[config.mk]
export PLATFORM = sky130hd
export DESIGN_NAME = pipe_stage_skid
export DESIGN_NICKNAME = d
export VERILOG_FILES = /design/src/rtl/pipe_stage_skid.sv
export SDC_FILE = /design/constraint.sdc
export NUM_CORES = 1
export LEC_CHECK = 0
export CORE_ASPECT_RATIO = 2
export CORE_MARGIN = 3
export CORE_UTILIZATION = 40
export CTS_CLUSTER_DIAMETER = 40
export CTS_CLUSTER_SIZE = 25
export DETAILED_ROUTE_END_ITERATION = 7
export PLACE_DENSITY = 0.66
export SYNTH_ARGS = -nofsm -noshare
export SYNTH_HDL_FRONTEND = slang
export SYNTH_SLANG_ARGS = --single-unit
[constraint.sdc]
create_clock -name clk -period 3 [get_ports clk]
set_input_delay 0.3 -clock clk [delete_from_list [all_inputs] [get_ports clk]]
set_output_delay 0.3 -clock clk [all_outputs]
set_load 0.05 [all_outputs]
[src/rtl/pipe_stage_skid.sv]
// Valid/ready pipeline stage with optional 2-entry skid buffer and x0 write-enable squash.
// With SKID_EN=1 in_ready is registered so out_ready never reaches upstream combinationally.
module pipe_stage_skid #(
  parameter int PAYLOAD_W = 98,
  parameter int RD_W      = 5,
  parameter int SKID_EN   = 1,
  parameter int X0_SQUASH = 1
) (
  input  logic                 clk,
  input  logic                 rst,
  input  logic                 flush,
  input  logic                 in_valid,
  output logic                 in_ready,
  input  logic [PAYLOAD_W-1:0] in_data,
  input  logic [RD_W-1:0]      in_rd,
  input  logic                 in_regwrite,
  output logic                 out_valid,
  input  logic                 out_ready,
  output logic [PAYLOAD_W-1:0] out_data,
  output logic [RD_W-1:0]      out_rd,
  output logic                 out_regwrite,
  output logic [1:0]           occupancy
);

  typedef enum logic [1:0] {
    EMPTY = 2'd0,
    HEAD  = 2'd1,
    FULL  = 2'd2
  } state_e;

  state_e                 state_q, state_d;
  logic                   in_ready_q;
  logic                   out_valid_q;
  logic [PAYLOAD_W-1:0]   head_data_q, skid_data_q;
  logic [RD_W-1:0]        head_rd_q, skid_rd_q;
  logic                   head_regwrite_q, skid_regwrite_q;

  logic accept, retire;
  logic head_load_in, head_load_skid, skid_load;

  assign in_ready = (SKID_EN != 0) ? in_ready_q : (!out_valid_q || out_ready);
  assign accept   = in_valid && in_ready;
  assign retire   = out_valid_q && out_ready;

  always_comb begin
    state_d        = state_q;
    head_load_in   = 1'b0;
    head_load_skid = 1'b0;
    skid_load      = 1'b0;
    case (state_q)
      EMPTY: begin
        if (accept) begin
          state_d      = HEAD;
          head_load_in = 1'b1;
        end
      end
      HEAD: begin
        if (accept && retire) begin
          head_load_in = 1'b1;
        end else if (retire) begin
          state_d = EMPTY;
        end else if (accept && (SKID_EN != 0)) begin
          state_d   = FULL;
          skid_load = 1'b1;
        end
      end
      FULL: begin
        // Skid entry slides into the head on the same edge the old head retires.
        if (retire) begin
          state_d        = HEAD;
          head_load_skid = 1'b1;
        end
      end
      default: state_d = EMPTY;
    endcase
    // Flush discards everything, including an accept on this edge.
    if (flush) begin
      state_d        = EMPTY;
      head_load_in   = 1'b0;
      head_load_skid = 1'b0;
      skid_load      = 1'b0;
    end
  end

  always_ff @(posedge clk) begin
    if (rst) begin
      state_q         <= EMPTY;
      in_ready_q      <= 1'b1;
      out_valid_q     <= 1'b0;
      head_data_q     <= '0;
      head_rd_q       <= '0;
      head_regwrite_q <= 1'b0;
      skid_data_q     <= '0;
      skid_rd_q       <= '0;
      skid_regwrite_q <= 1'b0;
    end else begin
      state_q     <= state_d;
      in_ready_q  <= (state_d != FULL);
      out_valid_q <= (state_d != EMPTY);
      if (head_load_in) begin
        head_data_q     <= in_data;
        head_rd_q       <= in_rd;
        head_regwrite_q <= in_regwrite;
      end else if (head_load_skid) begin
        head_data_q     <= skid_data_q;
        head_rd_q       <= skid_rd_q;
        head_regwrite_q <= skid_regwrite_q;
      end
      if (skid_load) begin
        skid_data_q     <= in_data;
        skid_rd_q       <= in_rd;
        skid_regwrite_q <= in_regwrite;
      end
    end
  end

  assign out_valid    = out_valid_q;
  assign out_data     = head_data_q;
  assign out_rd       = head_rd_q;
  assign out_regwrite = head_regwrite_q && out_valid_q &&
                        !((X0_SQUASH != 0) && (head_rd_q == '0));
  assign occupancy    = state_q;

endmodule

* Word level (Yosys, flattened, before mapping)
Cells that the tools add are included.
** Word-level totals
- Bits in registers :: 212
** Cells by class
- Muxes and demuxes :: 24
- Reductions and logical operators :: 10
- Equality and inequality tests :: 3
** Operator list (count)
- $mux W98 :: 2
- $mux W1 :: 12
- $mux W2 :: 6
- $mux W5 :: 2
- $pmux W2 S3 :: 1
- $logic_and A1 B1 Y1 :: 5
- $logic_not A5 Y1 :: 1
- $reduce_bool A2 Y1 :: 2
- $eq A2 B1 Y1 const B :: 1
- $eq A2 B2 Y1 const B :: 1
- $logic_not A2 Y1 :: 1
- $ne A2 B2 Y1 const B :: 1
- $pmux W1 S2 :: 1
- $logic_not A1 Y1 :: 1

* Logic depth before layout (Yosys ltp)
Gate-level depths: netlist of the first run.
- Depth after elaboration :: 7
- Mapped depth :: 6
- Depth with buffers taken out :: 3

* Least setup slack after synthesis of the first run
OpenSTA, ideal clock, no wires.
- Path type :: flip-flop to flip-flop
- Start :: register state_q[1] (netlist: occupancy[1])
- End :: register head_data_q[61] (netlist: out_data[61])
- Period minus slack after synthesis :: 1.779 ns
- Buffers on the path :: 2
- Data arrival time :: 1.639 ns
- Slack :: 1.221 ns
- Stages on the path, launching flop included :: 6
- Cell sequence :: dfxtp_1 -> nand4b_1 -> buf_4 -> clkbuf_1 -> o21ai_0 -> a311oi_2
** Between the ends
- Cells in the longest elaborated chain, start to end :: 4
- Elaborated cells on any way between the ends :: 9
- Those cells by class :: eq/ne (2); mux (5); reduce/logical (2)
** RTL lines
- start, declared :: RTL line 31 : state_e state_q, state_d;
- start signal, assigned :: RTL line 97 : state_q <= state_d;
- $eq A2 B1 Y1 (tied with other cells) :: RTL line 50 : case (state_q)
- $pmux W1 S2 or $mux W1 (tied branches) :: RTL line 50
- $mux W1 :: RTL line 77 : if (flush) begin
- $mux W98 or $reduce_bool A2 Y1 (tied branches)
- end signal, assigned :: RTL line 101 : head_data_q <= in_data;
- end signal, assigned :: RTL line 105 : head_data_q <= skid_data_q;
- end, declared :: RTL line 34 : logic [PAYLOAD_W-1:0] head_data_q, skid_data_q;
Parallel ways exist; a longest one is shown, timed or not.
A chain may end at the register's enable or synchronous reset.

* Worst setup path after layout of the first run
- Start :: register head_rd_q[4] (netlist: out_rd[4])
- End :: output port out_regwrite
** Between the ends
- Cells in the longest elaborated chain, start to end :: 3
** RTL lines
- start, declared :: RTL line 35 : logic [RD_W-1:0] head_rd_q, skid_rd_q;
- start signal, assigned :: RTL line 102 : head_rd_q <= in_rd;
- start signal, assigned :: RTL line 106 : head_rd_q <= skid_rd_q;
- $logic_not A5 Y1 :: RTL line 121 : !((X0_SQUASH != 0) && (head_rd_q == '0));
- $logic_not A1 Y1 :: RTL line 121
- $logic_and A1 B1 Y1 :: RTL line 120 : assign out_regwrite = head_regwrite_q && out_valid_q &&
- end, declared :: RTL line 21 : output logic out_regwrite,
No other way between the ends.

==> flow_metrics.env, run 1 <==
export IMPL_status="completed"
export IMPL_core_um2=23300
export IMPL_reg2reg_depth=4
export IMPL_p_leak_nw=3.76
export IMPL_die_y_um=224
export IMPL_dpl_hpwl_um=17700
export IMPL_grt_usage=0.229
export IMPL_crit_type="reg2out"
export IMPL_cp_arrival_ns=2.18
export IMPL_muxShareOfSynthArea=0
export IMPL_post_cts_resized=0
export IMPL_hold_class="in2reg"
export IMPL_drtAntennaViolNets=0
export IMPL_crit_fanout=3
export IMPL_clk_path_buf_depth=3
export IMPL_cts_htree_levels=1
export IMPL_ys_types=30
export IMPL_async_flop_share=0
export IMPL_via_per_inst=6.19
export IMPL_synth_xor_area_frac=0
export IMPL_whs_path_depth=2
export IMPL_yosys_area_share_simple=0.203
export IMPL_pwr_share_clk=0.392
export IMPL_drtIter0Drc=972
export IMPL_cts_setup_buffers=0
export IMPL_grt_overflow=0
export IMPL_min_period_over_period=0.827
export IMPL_clock_latency_ns=0.50
export IMPL_clkTransAtPathRegs_ns=0.07
export IMPL_area_growth_pct=30.3
export IMPL_cap_violations=0
export IMPL_rows=79
export IMPL_min_period_ns=2.48
export IMPL_yosysMostFrequentCell="dfxtp_1"
export IMPL_ys_ff_latch=212
export IMPL_powerDensity_nw_per_um2=569
export IMPL_ios=217
export IMPL_rsz0062_at_grt="false"
export IMPL_synth_fa_ha_area_frac=0
export IMPL_initial_core_util=0.407
export IMPL_wire_per_inst_um=20.4
export IMPL_ys_top_cells_by_area="dfxtp_1 45%, o21ai_0 11%, a311oi_1 8.5%"
export IMPL_grt_max_degree=172
export IMPL_syn_num_nets=1220
export IMPL_grt_pass1_wl_um=48500
export IMPL_synth_largest_area_cell="dfxtp_1"
export IMPL_drv_slew=0
export IMPL_grt_pass1_vias=8874
export IMPL_end_kind="primary output"
export IMPL_fmax_ghz=0.403
export IMPL_seq_area_frac_synth=0.447
export IMPL_switching_share=0.292
export IMPL_max_vdd_ir_drop_mv=0.374
export IMPL_place_congestion=0.797
export IMPL_layout_setup_ws_ns=0.519
export IMPL_netlist_area_leader_share=0.447
export IMPL_routed_wl_um=31000
export IMPL_setup_tns_ns=0
export IMPL_post_place_ws_ns=0.613
export IMPL_numCtsBuffers=21
export IMPL_synth_top_family_by_area="compound AO/OA/AOI/OAI gates"
export IMPL_clockRootBuffer="clkbuf_16"
export IMPL_p_int_mw=4.99
export IMPL_pwr_share_comb=0.180
export IMPL_synth_avg_cell_area_um2=8.55
export IMPL_start_kind="register"
export IMPL_synth_area_um2=9500
export IMPL_hold_viol=0
export IMPL_skew_ns=0.0171
export IMPL_antenna_found_initial=5
export IMPL_die_w_um=115
export IMPL_synth_compound_area_frac=0.274
export IMPL_nets=1331
export IMPL_cts_hold_buf=0
export IMPL_cts_tree="built"
export IMPL_finalSetupViolCount=0
export IMPL_synth_ff_type="dfxtp_1"
export IMPL_die_area_um2=25800
export IMPL_drive_above_1_share=0.0615
export IMPL_cts_sinks=212
export IMPL_tightestPinTransition_ns=0.716
export IMPL_netlist_instances=1111
export IMPL_required_ns=2.70
export IMPL_drtPass1Iterations=6
export IMPL_synth_warnings=0
export IMPL_maxSlewHeadroom=0.522
export IMPL_synth_edf_count=0
export IMPL_drc=0
export IMPL_vias=9430
export IMPL_port_buffers=216
export IMPL_pwr_share_seq=0.428
export IMPL_synth_common_cells="212 x dfxtp_1, 209 x o21ai_0, 105 x a21oi_1, 105 x nand3b_1"
export IMPL_switchingPower_mw=2.05
==> worst max-delay path, cell delays in order (launching register included) <==
cell and delay [ns]:
dfxtp_1 0.34, or3_1 0.36, o311a_1 0.29, clkdlybuf4s50_1 0.70
==> flip-flops by register name, indices dropped and copies added, names as in the netlist <==
name / flops
in_ready: 1
out_rd: 5
skid_rd_q: 5
out_valid: 1
head_regwrite_q: 1
skid_regwrite_q: 1
out_data: 98
skid_data_q: 98
occupancy: 2
==> cells in the final DEF (no fill, tap or decap), types with 2 or more instances in the layout <==
cell	instances
buf_4	9
a311oi_2	12
bufinv_16	3
clkdlybuf4s50_1	214
nor3_1	104
diode_2	5
inv_8	2
buf_12	13
o21ai_0	209
a311oi_1	92
inv_6	2
clkbuf_16	21
clkinvlp_4	3
nand3b_1	105
clkinv_2	2
dfxtp_1	212
nand3_1	104
nand2_1	2
a21oi_1	105
==> cell families after synthesis <==
| kind of cell | count (synthesis) |
|---|---|
| flip-flops | 212 |
| AND/OR/NAND/NOR | 326 |
| buffers and inverters | 150 |
| AO/OA/AOI/OAI | 423 |
==> power by group through the flow <==
stage	clock network (mW)	registers (mW)	logic (mW)
2_1_floorplan	0	3.41	0.410
3_3_place_gp	0	3.08	1.26
3_5_place_dp	0	3.08	1.27
4_1_cts	2.82	3.02	1.27
5_1_grt	2.92	3.03	1.34
6_report	2.76	3.02	1.27
==> cell type report <==
class                      count  area, µm²
timing repair buffer         237       2480
antenna                        5       12.5
clock inverter                13        171
multi-input combinational    749       4570
inverter                       1       3.75
clock buffer                  23        543
tap                          283        354
fill                        2168      10900
sequential                   212       4240
==> worst paths after layout <==
path | to | slack [ns] | startpoint
worst min register to register | skid_data_q[33] | 0.47 | skid_data_q[33]
worst max-delay path | out_regwrite | 0.52 | out_rd[4]
worst min-delay path | skid_data_q[37] | 0.25 | rst
worst max register to register | out_data[56] | 0.99 | occupancy[1]
==> per-stage QoR <==
stage	cells	power (mW)	hold slack, ns	util	area [µm²]
detailed placement	1482	4.35	0.466	0.500	11700
finish	1523	7.05	0.248	0.531	12400
floorplan	1111	3.82	0.448	-	9500
CTS	1518	7.10	0.245	0.530	12400
global placement	1482	4.34	0.460	0.500	11700
global route	1523	7.28	0.270	0.531	12400
==> layer usage <==
metal | routed length [µm] | track usage
met5 | 0 | 0
met1 | 12200 | 0.293
met2 | 15400 | 0.370
met4 | 1490 | 0.123
met3 | 1890 | 0.0305
Power figures use the tool's default switching activity.
==> inputs of run 2 (changes only) <==
PLACE_DENSITY = 0.69   (was 0.66)
clock period = 2.2 ns   (was 3 ns; I/O delays follow)
==> flow_metrics.env, run 2 (synthesis gave the netlist of run 1 again) <==
export IMPL_drive_above_1_share=0.0683
export IMPL_setup_tns_ns=0
export IMPL_whs_path_depth=3
export IMPL_pwr_share_clk=0.375
export IMPL_required_ns=1.98
export IMPL_finalSetupViolCount=0
export IMPL_tightestPinTransition_ns=0.623
export IMPL_fmax_ghz=0.476
export IMPL_die_area_um2=25800
export IMPL_seq_area_um2=4240
export IMPL_p_leak_nw=3.80
export IMPL_place_congestion=0.788
export IMPL_worst_hold_startpoint="flush"
export IMPL_switching_share=0.308
export IMPL_hold_viol=0
export IMPL_nets=1340
export IMPL_skew_ns=0.0163
export IMPL_clk_path_buf_depth=3
export IMPL_core_um2=23300
export IMPL_port_buffers=216
export IMPL_p_int_mw=6.48
export IMPL_crit_fanout=3
export IMPL_status="completed"
export IMPL_via_per_inst=6.17
export IMPL_initial_core_util=0.407
export IMPL_cap_violations=0
export IMPL_cts_setup_buffers=0
export IMPL_clkTransAtPathRegs_ns=0.08
export IMPL_grt_usage=0.227
export IMPL_end_kind="primary output"
export IMPL_drtAntennaViolNets=0
export IMPL_maxSlewHeadroom=0.584
export IMPL_cts_hold_buf=0
export IMPL_final_common_cell="clkdlybuf4s50_1"
export IMPL_rows=79
export IMPL_pwr_share_comb=0.186
export IMPL_start_kind="register"
export IMPL_numCtsBuffers=20
export IMPL_drv_slew=0
export IMPL_vias=9447
export IMPL_clockRootBuffer="clkbuf_16"
export IMPL_drtPass1Iterations=6
export IMPL_crit_type="reg2out"
export IMPL_die_w_um=115
export IMPL_hold_class="in2reg"
export IMPL_reg2reg_depth=5
export IMPL_grt_pass1_wl_um=48400
export IMPL_pwr_share_seq=0.439
export IMPL_wire_per_inst_um=20.1
export IMPL_dpl_hpwl_um=18100
export IMPL_post_cts_resized=1
export IMPL_min_period_ns=2.10
export IMPL_rsz0062_at_grt="false"
export IMPL_clock_latency_ns=0.50
export IMPL_die_y_um=224
export IMPL_drc=0
export IMPL_cts_sinks=212
export IMPL_n_fill_cell=2143
export IMPL_cp_arrival_ns=1.88
export IMPL_r2r_start="occupancy[0]"
export IMPL_min_period_over_period=0.956
export IMPL_ios=217
export IMPL_drtIter0Drc=861
export IMPL_cp_startpoint="out_rd[4]"
export IMPL_grt_pass1_vias=9015
export IMPL_cts_htree_levels=1
export IMPL_cts_tree="built"
export IMPL_powerDensity_nw_per_um2=754
export IMPL_switchingPower_mw=2.89
export IMPL_routed_wl_um=30700
export IMPL_multi_input_area_um2=4570
export IMPL_grt_overflow=0
export IMPL_area_growth_pct=30.8
export IMPL_grt_max_degree=157
export IMPL_fin_total_pwr_mw=9.37
export IMPL_final_cell_mix="213 x clkdlybuf4s50_1, 212 x dfxtp_1, 209 x o21ai_0, 105 x nand3b_1, 105 x a21oi_1"
export IMPL_antenna_found_initial=2
export IMPL_max_vdd_ir_drop_mv=0.635
==> run 2: changes by cell type in the layout (fill, tap and decap cells not counted), sizes merged <==
cell / delta
buf: +10
bufinv: -3
clkdlybuf4s50: -1
clkinv: +2
clkinvlp: -2
diode: -3
dlygate4sd2: +1
inv: +3
==> run 2: layer usage <==
| layer | routed length (µm) | global-route usage | up-vias |
|---|---|---|---|
| met3 | 1710 | 0.0300 | 83 |
| li1 | - | - | 4449 |
| met2 | 15200 | 0.373 | 383 |
| met5 | 0 | 0 | - |
| met4 | 1700 | 0.126 | 0 |
| met1 | 12100 | 0.283 | 4532 |
==> run 2: final cells by class <==
class / count / area share
multi-input cells: 749 / 0.368
flip-flops and latches: 212 / 0.341
repair buffers: 247 / 0.209
clock buffers: 23 / 0.0429
well taps: 283 / 0.0285
clock inverters: 13 / 0.0102
diodes: 2 / 0.000403
inverters: 1 / 0.000302
==> run 2: stage by stage <==
stage	hold WS, ns	worst slack (ns)	cell area (µm²)	utilization	cells
finish	0.0788	0.0977	12400	0.533	1530
global route	0.0752	0.0320	12400	0.533	1530
CTS	0.0563	0.0691	12400	0.533	1528
detailed placement	0.466	0.256	11800	0.505	1492
global placement	0.459	0.274	11800	0.505	1492
floorplan	0.368	0.421	9500	-	1111
==> run 2: path summary, 6_finish.rpt <==
path / endpoint / slack [ns]
setup / recovery: out_regwrite / 0.1
hold / removal: out_valid / 0.08
setup reg to reg: out_data[96] / 0.49
hold reg to reg: skid_data_q[65] / 0.47
==> run 2: power by group through the flow <==
stage	clock network, mW	registers, mW	logic (mW)
3_3_place_gp	0	4.20	1.73
5_1_grt	3.74	4.13	1.84
3_5_place_dp	0	4.20	1.74
6_report	3.51	4.11	1.75
2_1_floorplan	0	4.65	0.559
4_1_cts	3.61	4.11	1.74
==> run 2: worst max-delay path, cell delays in order, from the launching register on <==
cell and delay (ns):
dfxtp_1 0.32, or3_1 0.36, o311a_1 0.29, dlygate4sd2_1 0.42
==> variant (config.mk and constraints of run 2) <==
Reset style: asynchronous (`rst`), changed in one clocked block.
--- a/src/rtl/pipe_stage_skid.sv
+++ b/src/rtl/pipe_stage_skid.sv
@@ -82,7 +82,7 @@
     end
   end
 
-  always_ff @(posedge clk) begin
+  always_ff @(posedge clk or posedge rst) begin
     if (rst) begin
       state_q         <= EMPTY;
       in_ready_q      <= 1'b1;
Check against the original RTL: differs if rst is asserted again (counterexample within 4 cycles, from zero or initial values and one cycle with rst high); with rst held inactive, the same outputs for 4 cycles.
==> variant against run 2 <==
Maximum frequency grew 0.15%. Area after synthesis grew 2.9%. Routed wire length shrank 4.8%. Final area grew 5.3%. Setup slack gained 0.0032 ns. Cell count shrank 13%. Sequential cell count is the same. Largest cell class is now flip-flops and latches.
Power is not compared: it rests on default switching activity, and its combinational part moved more than twofold at a synthesized area within 25%.
==> variant: results (changes against run 2) <==
worst_setup_path:
  cpPeakStageDelay_ns: 0.86  # +0.44 ns
  crit_path_max_fanout: 7  # +4
  regToRegStartpoint: "in_ready$_DFF_PP1_"
  r2r-end: "skid_data_q[51]$_DFFE_PP0P_"
  slowest_stage: "clkdlybuf4s50_1"
  ff2ff_path_depth: 4  # -1
hold_path:
  hold_path_class: "input port to asynchronous set/reset pin"
drt:
  via_count: 7731  # -18%
  drtIter0Drc: 560  # -35%
  avgRoutedWirePerCell_um: 22.0  # +9.7%
  firstDrtPassIters: 5  # -1
  drt_wl_total_mm: 29.3  # -4.8%
global_route:
  grt_util_all_layers: 0.219  # -0.00806
  antenna_found_initial: 3  # +1
  grt_pass1_vias: 8088  # -10%
  grt_pass1_wl_mm: 45.9  # -5.2%
  grt_max_degree: 115  # -27%
place:
  place_ws_ns: 0.155  # -0.100 ns
  dpl_cell_area_sq_um: 12300  # +4.9%
  hpwl_mm: 18.3  # +1.2%
  place_congestion: 0.819  # +4.0%
  dp_cells: 1288  # -14%
logic_synthesis:
  synth_cells: 846  # -24%
  synth_area_leaders: "dfrtp_1, mux2_4, nand3b_1, a31oi_1, nor3_1"
  syn_nets: 955  # -22%
  synth_cell_types: 29  # -3.3%
  async_flop_share: 1.00  # +1.00
  synthTopCellsByCount: "dfrtp_1, a31oi_1, nand3b_1, nor3_1, o21ai_0"
  ys_seq_area_frac: 0.543  # +0.0960
  synth-main-ff-cell: "dfrtp_1"
finish:
  fill_cells: 2052  # -4.2%
sta:
  max-slew-margin-rel: 0.363  # -0.221
  clock_skew_ns: 0.0163  # -0.00000590 ns
die:
  die_w_um: 117  # +1.4%
outcome:
  outcome: "complete, no violations"
clock_network:
  cts_made_buffers: 21  # +5.0%
## variant: changes by cell type in the layout (fill, tap and decap cells not counted), moves of 3 or more
cell and change:
mux2_1 +44, dfxtp_1 -212, a311oi_2 -12, inv_6 +3
a31oi_1 +104, a21oi_1 -102, mux2_4 +60, o21ai_0 -106
nand3_1 -104, a311oi_1 -92, dfrtp_1 +211
## variant: cell type report
cell class / instances / area share
sequential: 212 / 0.405
multi-input combinational: 540 / 0.311
timing repair buffer: 247 / 0.199
clock buffer: 24 / 0.0425
tap: 287 / 0.0274
clock inverter: 14 / 0.0139
inverter: 2 / 0.000860
antenna: 2 / 0.000382
## variant: repair_timing
item | CTS | global route
hold buffers | 0 | 0
resized for setup | 0 | 1
setup endpoints to repair | 0 | 1
## variant: worst max-delay path by stage
stage	from	to	slack [ns]
3_3_place_gp	in_valid	skid_data_q[32]$_DFFE_PP0P_	0.19
3_5_place_dp	out_ready	out_data[35]$_DFFE_PP0P_	0.16
5_1_grt	out_valid$_DFF_PP0_	out_valid	0.03
2_1_floorplan	rst	head_regwrite_q$_DFFE_PP0P_	-0.78
4_1_cts	in_ready$_DFF_PP1_	in_ready	0.02
6_report	out_valid$_DFF_PP0_	out_valid	0.10
## variant: cell families (layout without fill, tap and decap cells)
| group | Yosys count | count (layout) | synth area share |
|---|---|---|---|
| buffers and inverters | 94 | 287 | 0.0457 |
| muxes | 104 | 104 | 0.143 |
| other | 0 | 2 | 0 |
| AOI/OAI and AO/OA | 216 | 216 | 0.127 |
| DFF | 212 | 212 | 0.543 |
| and+or+nand+nor | 220 | 220 | 0.142 |
## variant: where the power goes
group          total (mW)  switching (mW)  leakage, nW  internal [mW]
clock                3.84            1.78        0.362           2.06
combinational        4.94            2.86         2.43           2.07
sequential           5.85           0.738         2.46           5.11
## variant: per-layer routing
layer / up-vias / track usage / share of wire
met5: - / 0 / 0.00024
met4: 2 / 0.112 / 0.052
met3: 69 / 0.0250 / 0.046
met2: 271 / 0.366 / 0.52
met1: 3888 / 0.277 / 0.38
li1: 3501 / - / -
## variant: per-stage QoR
step	util	hold WS, ns	TNS (ns)
2_1_floorplan	-	0.352	-163.67
3_3_place_gp	0.516	0.473	0
3_5_place_dp	0.516	0.483	0
4_1_cts	0.547	0.167	0
5_1_grt	0.547	0.163	0
6_report	0.547	0.158	0
